## src/rtl/pwm_duty_bank.sv

```systemverilog
// Bank of CH double-buffered PWM duty registers: writes land in shadows, and a commit
// moves every shadow into the active set together at the next period boundary.
module pwm_duty_bank #(
    parameter int unsigned CH         = 4,
    parameter int unsigned W          = 8,
    parameter int unsigned MAX_DUTY   = 2**W - 1,
    parameter int unsigned RESET_DUTY = 0,
    localparam int unsigned CW        = (CH > 1) ? $clog2(CH) : 1
) (
    input  logic            ck,
    input  logic            rst,
    input  logic            wr_en,
    input  logic [CW-1:0]   wr_ch,
    input  logic [W-1:0]    wr_data,
    input  logic            commit,
    input  logic            period_end,
    output logic [CH*W-1:0] duty,
    output logic            pending,
    output logic            commit_ack,
    output logic            wr_err
);

    localparam logic [W-1:0] MaxW   = W'(MAX_DUTY);
    localparam logic [W-1:0] ResetW = W'(RESET_DUTY);

    typedef enum logic {StIdle, StArmed} state_e;

    state_e         state_q, state_d;
    logic [W-1:0]   shadow_q [CH];
    logic [W-1:0]   active_q [CH];
    logic           in_range;
    logic           wr_ok;
    logic           xfer;
    logic [W-1:0]   wr_val;

    always_comb begin
        in_range = 32'(wr_ch) < CH;
        wr_ok    = wr_en && in_range;
        wr_val   = (wr_data > MaxW) ? MaxW : wr_data;
        state_d  = state_q;
        xfer     = 1'b0;
        case (state_q)
            StIdle: begin
                if (commit) begin
                    if (period_end) xfer = 1'b1;
                    else            state_d = StArmed;
                end
            end
            StArmed: begin
                // Extra commits here are absorbed; one boundary serves them all.
                if (period_end) begin
                    xfer    = 1'b1;
                    state_d = StIdle;
                end
            end
            default: state_d = StIdle;
        endcase
    end

    always_ff @(posedge ck or posedge rst) begin
        if (rst) begin
            state_q    <= StIdle;
            commit_ack <= 1'b0;
            wr_err     <= 1'b0;
            for (int k = 0; k < int'(CH); k++) begin
                shadow_q[k] <= ResetW;
                active_q[k] <= ResetW;
            end
        end else begin
            state_q    <= state_d;
            commit_ack <= xfer;
            wr_err     <= wr_en && !in_range;
            if (wr_ok) shadow_q[wr_ch] <= wr_val;
            // Reads pre-edge shadows, so a same-edge write waits for the next transfer.
            if (xfer) begin
                for (int k = 0; k < int'(CH); k++) active_q[k] <= shadow_q[k];
            end
        end
    end

    assign pending = (state_q == StArmed);

    for (genvar k = 0; k < int'(CH); k++) begin : g_duty
        assign duty[k*W +: W] = active_q[k];
    end

endmodule

```

## config.mk

```make
export PLATFORM = sky130hd
export DESIGN_NAME = pwm_duty_bank
export DESIGN_NICKNAME = d
export VERILOG_FILES = /design/src/rtl/pwm_duty_bank.sv
export SDC_FILE = /design/constraint.sdc
export NUM_CORES = 1
export LEC_CHECK = 0
export BUFFER_PORTS_ARGS = -buffer_cell sky130_fd_sc_hd__buf_2
export CORE_MARGIN = 2
export CORE_UTILIZATION = 45
export DETAILED_ROUTE_END_ITERATION = 8
export PLACE_DENSITY_LB_ADDON = 0.08
export SYNTH_ARGS = -nofsm -noshare
export SYNTH_HDL_FRONTEND = slang
export SYNTH_SLANG_ARGS = --single-unit
export TNS_END_PERCENT = 30
```

## constraint.sdc

```tcl
create_clock -name ck -period 3.1 [get_ports ck]
set_input_delay 0.155 -clock ck [delete_from_list [all_inputs] [get_ports ck]]
set_output_delay 0.155 -clock ck [all_outputs]
set_load 0.01 [all_outputs]
```

Yosys cells after proc, flatten, opt, wreduce, memory -nomap -nowiden
Cells that the tools add are included.
{"block": "word_totals", "ff_bits": 66, "in_bits": 15, "out_inout_bits": 35, "elab_cells": 26}
{"block": "op_classes", "magnitude_cmp": 3, "muxes": 10, "bitwise": 2, "n_reduce_logical": 1}
{"op": "$bwmux W32", "n": 1}
{"op": "$demux W8 S2", "n": 1}
{"op": "$mux W8", "n": 2}
{"op": "$gt A8 B8 Y1 const B", "n": 1}
{"op": "$mux W1", "n": 4}
{"op": "$pmux W1 S2", "n": 2}
{"op": "$ge A3 B3 Y1 const B", "n": 1}
{"op": "$lt A3 B1 Y1 const B", "n": 1}
{"op": "$not A2 Y3", "n": 1}
{"op": "$logic_and A1 B1 Y1", "n": 1}
{"op": "$not A1 Y1", "n": 1}

Depth between registers and ports, before layout
{"block": "logic_depth", "depth_word": 6, "depth_mapped": 3, "ltp_nobuf": 2}

Least setup slack after synthesis
Ideal clock, no wire load.
{"block": "synth_timing", "kind": "reg2reg", "start": "register state_q (netlist: pending)", "end": "register active_q, in the netlist duty[0]", "arrival_ns": 1.179, "setup_slack_ns": 1.796, "path_stages_with_launch": 4, "cell_sequence": "dfrtp_1 -> o21ai_2 -> buf_4 -> mux2_2"}
{"block": "synth_between", "elab_chain_len": 2}
{"item": "from (decl)", "line_no": "28", "rtl": "state_e state_q, state_d;"}
{"item": "from (signal assigned)", "line_no": "62", "rtl": "state_q <= StIdle;"}
{"item": "from (signal assigned)", "line_no": "70", "rtl": "state_q <= state_d;"}
{"item": "$not A1 Y1"}
{"item": "$pmux W1 S2 (*)", "line_no": "42", "rtl": "case (state_q)"}
{"item": "to (signal, indexed assignment)", "line_no": "67", "rtl": "active_q[k] <= ResetW;"}
{"item": "to (decl)", "line_no": "30", "rtl": "logic [W-1:0] active_q [CH];"}
Mark *: on every way between the ends. The rest lies on a longest branch, timed or not.
A chain may end at the register's enable or synchronous reset.

Worst setup path in the final report
{"block": "layout_timing", "start": "register state_q (netlist: pending)", "end": "register active_q, in the netlist duty[18]"}
Same word-level chain as after synthesis.

==> reports/results.ini <==
[finish]
seqCellArea_um2 = 1650
design.final.nets = 216
drive_gt1_share_pct = 64.1
layout_fillers = 463
multi_input_area_um2 = 800
number_of_diodes_added_for_antenna_fixing = 0
area_growth_syn_to_layout_pct = 19.7

[sta]
final_skew_ps = 6.11
final.period_utilization_pct = 58.3
fin_worst_hold_slack_ps = 20.5
maximum_frequency_from_static_timing_analysis_mhz = 553
worstMarginPinSlew_ps = 1090
aggregate_negative_setup_slack_ps = 0
relSlewSlack_pct = 27.1
timing.final.hold_violations = 0
final.min_clock_period_ps = 1810
finalSetupViolCount = 0
grt_setup_unrepaired = false
timing_max_transition_violations_final = 0

[yosys]
avgSynthCellArea_um2 = 17.2
synth-warning-count = 0
synth_cell_types = 10
synth_nets = 159
sequential_share_of_the_synthesized_area_pct = 66.6
synth_cells = 144
postSynthRegisterBits = 66
syn_area_um2 = 2480

[placed_design]
gp_congestion = 0.683
numPortBuffers = 48
dpl.hpwl_um = 2980

[floorplan]
initial_cell_density_of_the_core_pct = 45.9
design.die.area_um2 = 6120
die_w_um = 78.3
num_io_pins = 50
fp-row-count = 27
die_y_um = 78.3
area_of_the_placeable_core_um2 = 5410

[min_path]
whs_endpoint = pending
holdCritStartpoint = period_end
holdPathStages = 2
min_path_type = in -> reg

[detailed_routing]
detail_route.wl_per_cell_um = 15.9
detail_route.iter0.violations = 32
final_antenna_net_count = 0
drt-pass1-iter-count = 4
drcViolationCount = 0
detailroute.via_count = 1374
detail_route.wirelength_um = 4430
post_drt_via_cell_ratio = 4.94

[critical_path]
worst_r2r_startpoint = pending
setup.worst_path.start_class = register
worst-endpoint-required_ps = 3310
worstPathMaxFanout = 33
setup.reg_to_reg.worst_slack_ps = 1290
timing.rr.end = duty[18]
critPathKind = reg -> reg
r2r.worst_path.cells = 2
worst_setup_path_end_kind = register
cp.arrival_ps = 2020

[pwr]
share_seq_of_total_power_pct = 52.6
switching_share_pct = 26.5
power_per_standard_cell_area_nw_per_um2 = 741
power.static_leakage_nw = 1.38
p_clk_share_pct = 27.2
cell_internal_pwr_w = 0.00162
combinationalPowerShare_pct = 20.2
ir_worst_vdd_mv = 0.475
p_sw_w = 0.000583

[clocking]
cts_repair_resize_count = 0
clk_root_buf = sky130_fd_sc_hd__clkbuf_8
tritoncts_clock_tree = built
clkSinkCount = 66
maximum_root_to_sink_buffer_count = 2
cts.repair_timing.setup_buffer_count = 0
clock_insertion_delay_worst_skew_ps = 320
htree_levels = 3
clock_pin_transition_on_the_worst_setup_and_hold_timing_paths_ps = 60
cts_made_buffers = 9

[run]
max-cap-violations = 0

[global_routing]
grt_first_pass_wirelength_um = 7490
grt_use_met3_pct = 4.02
met1_usage_pct = 20.9
grt.busiest_layer = met2
antenna_found_initial = 0
grt_start_max_net_pins = 44
gr-usage-met2_pct = 26.6
first_global_vias = 1456
grt_usage_pct = 16.6
grt_overflow = 0

[outcome]
run_status = finished, final reports clean

[state kept, by name, indices dropped and copies added (netlist names)]
| signal | flops |
|---|---|
| shadow_q | 32 |
| duty | 32 |
| pending | 1 |
| commit_ack | 1 |
[worst max-delay path by stage]
stage | to | depth (start not counted) | slack (ps) | startpoint
after CTS | duty[9] | 2 | 1260 | pending
after global routing | duty[18] | 2 | 1170 | pending
after detailed placement | duty[18] | 2 | 1290 | pending
final | duty[18] | 2 | 1290 | pending
after global placement | duty[29] | 2 | 1350 | pending
after floorplan | commit_ack | 1 | 1290 | rst
[critical path, cell delays in order (launching register included)]
cell and delay (ps):
sky130_fd_sc_hd__dfrtp_1 410, sky130_fd_sc_hd__o21ai_4 840, sky130_fd_sc_hd__mux2_2 420
[metal layers]
layer	share of wire, %	wire, um	up-vias
met3	4.8	215	11
met5	0	0	-
met4	2.3	102	0
met1	43	1920	708
li1	-	-	619
met2	49	2190	36
[cells in the final DEF (no fill, tap or decap), types with 2 or more instances in the layout]
master	netlist	final
sky130_fd_sc_hd__nor2_1	2	2
sky130_fd_sc_hd__nand3b_2	2	2
sky130_fd_sc_hd__clkinv_2	0	3
sky130_fd_sc_hd__dfrtp_1	66	66
sky130_fd_sc_hd__clkbuf_8	0	10
sky130_fd_sc_hd__clkbuf_1	0	3
sky130_fd_sc_hd__mux2_2	64	64
sky130_fd_sc_hd__buf_2	0	48
[synthesized netlist by cell type (all sizes together)]
library cell / instances / share of area (%)
inv: 2 / 0.30
nand3: 1 / 0.40
conb: 1 / 0.15
nor2: 2 / 0.30
nor3b: 1 / 0.76
nand3b: 2 / 0.91
o21ai: 1 / 0.35
dfrtp: 66 / 67
buf: 4 / 1.2
mux2: 64 / 29
[power by group through the flow]
stage / Sequential (W) / Combinational (W) / Clock, W
6_report: 0.00116 / 0.000445 / 0.000599
5_1_grt: 0.00119 / 0.000487 / 0.000660
4_1_cts: 0.00116 / 0.000457 / 0.000618
3_5_place_dp: 0.00118 / 0.000454 / 0
3_3_place_gp: 0.00116 / 0.000440 / 0
2_1_floorplan: 0.00122 / 0.000218 / 0
[area by class of cell]
class | count | area share (%)
Clock inverter | 3 | 0.505
Tap cell | 72 | 3.03
Multi-Input combinational cell | 72 | 26.9
Timing Repair Buffer | 50 | 8.68
Sequential cell | 66 | 55.6
Inverter | 2 | 0.253
Clock buffer | 13 | 5.01
[cell families after synthesis]
group / after synthesis / share of synthesized area (%)
AOI/OAI and AO/OA: 1 / 0.353
DFF: 66 / 66.6
and+or+nand+nor: 6 / 2.37
other: 1 / 0.151
muxes: 64 / 29.0
buffers and inverters: 6 / 1.51
[timing repair]
item	CTS	global route
endpoints found under the setup margin	0	0
endpoints found under the hold margin	23	0
hold buffers	1	0
[metrics by stage]
step / instances / utilization (%) / instance area, um^2 / power (W) / worst slack, ps
2_1_floorplan: 144 / - / 2480 / 0.00143 / 1290
3_5_place_dp: 261 / 51.7 / 2800 / 0.00163 / 1290
3_3_place_gp: 261 / 51.7 / 2800 / 0.00160 / 1350
5_1_grt: 278 / 55.0 / 2970 / 0.00233 / 1170
4_1_cts: 278 / 55.0 / 2970 / 0.00224 / 1260
6_report: 278 / 55.0 / 2970 / 0.00220 / 1290
Note: power is estimated with default switching activity, not from simulation.
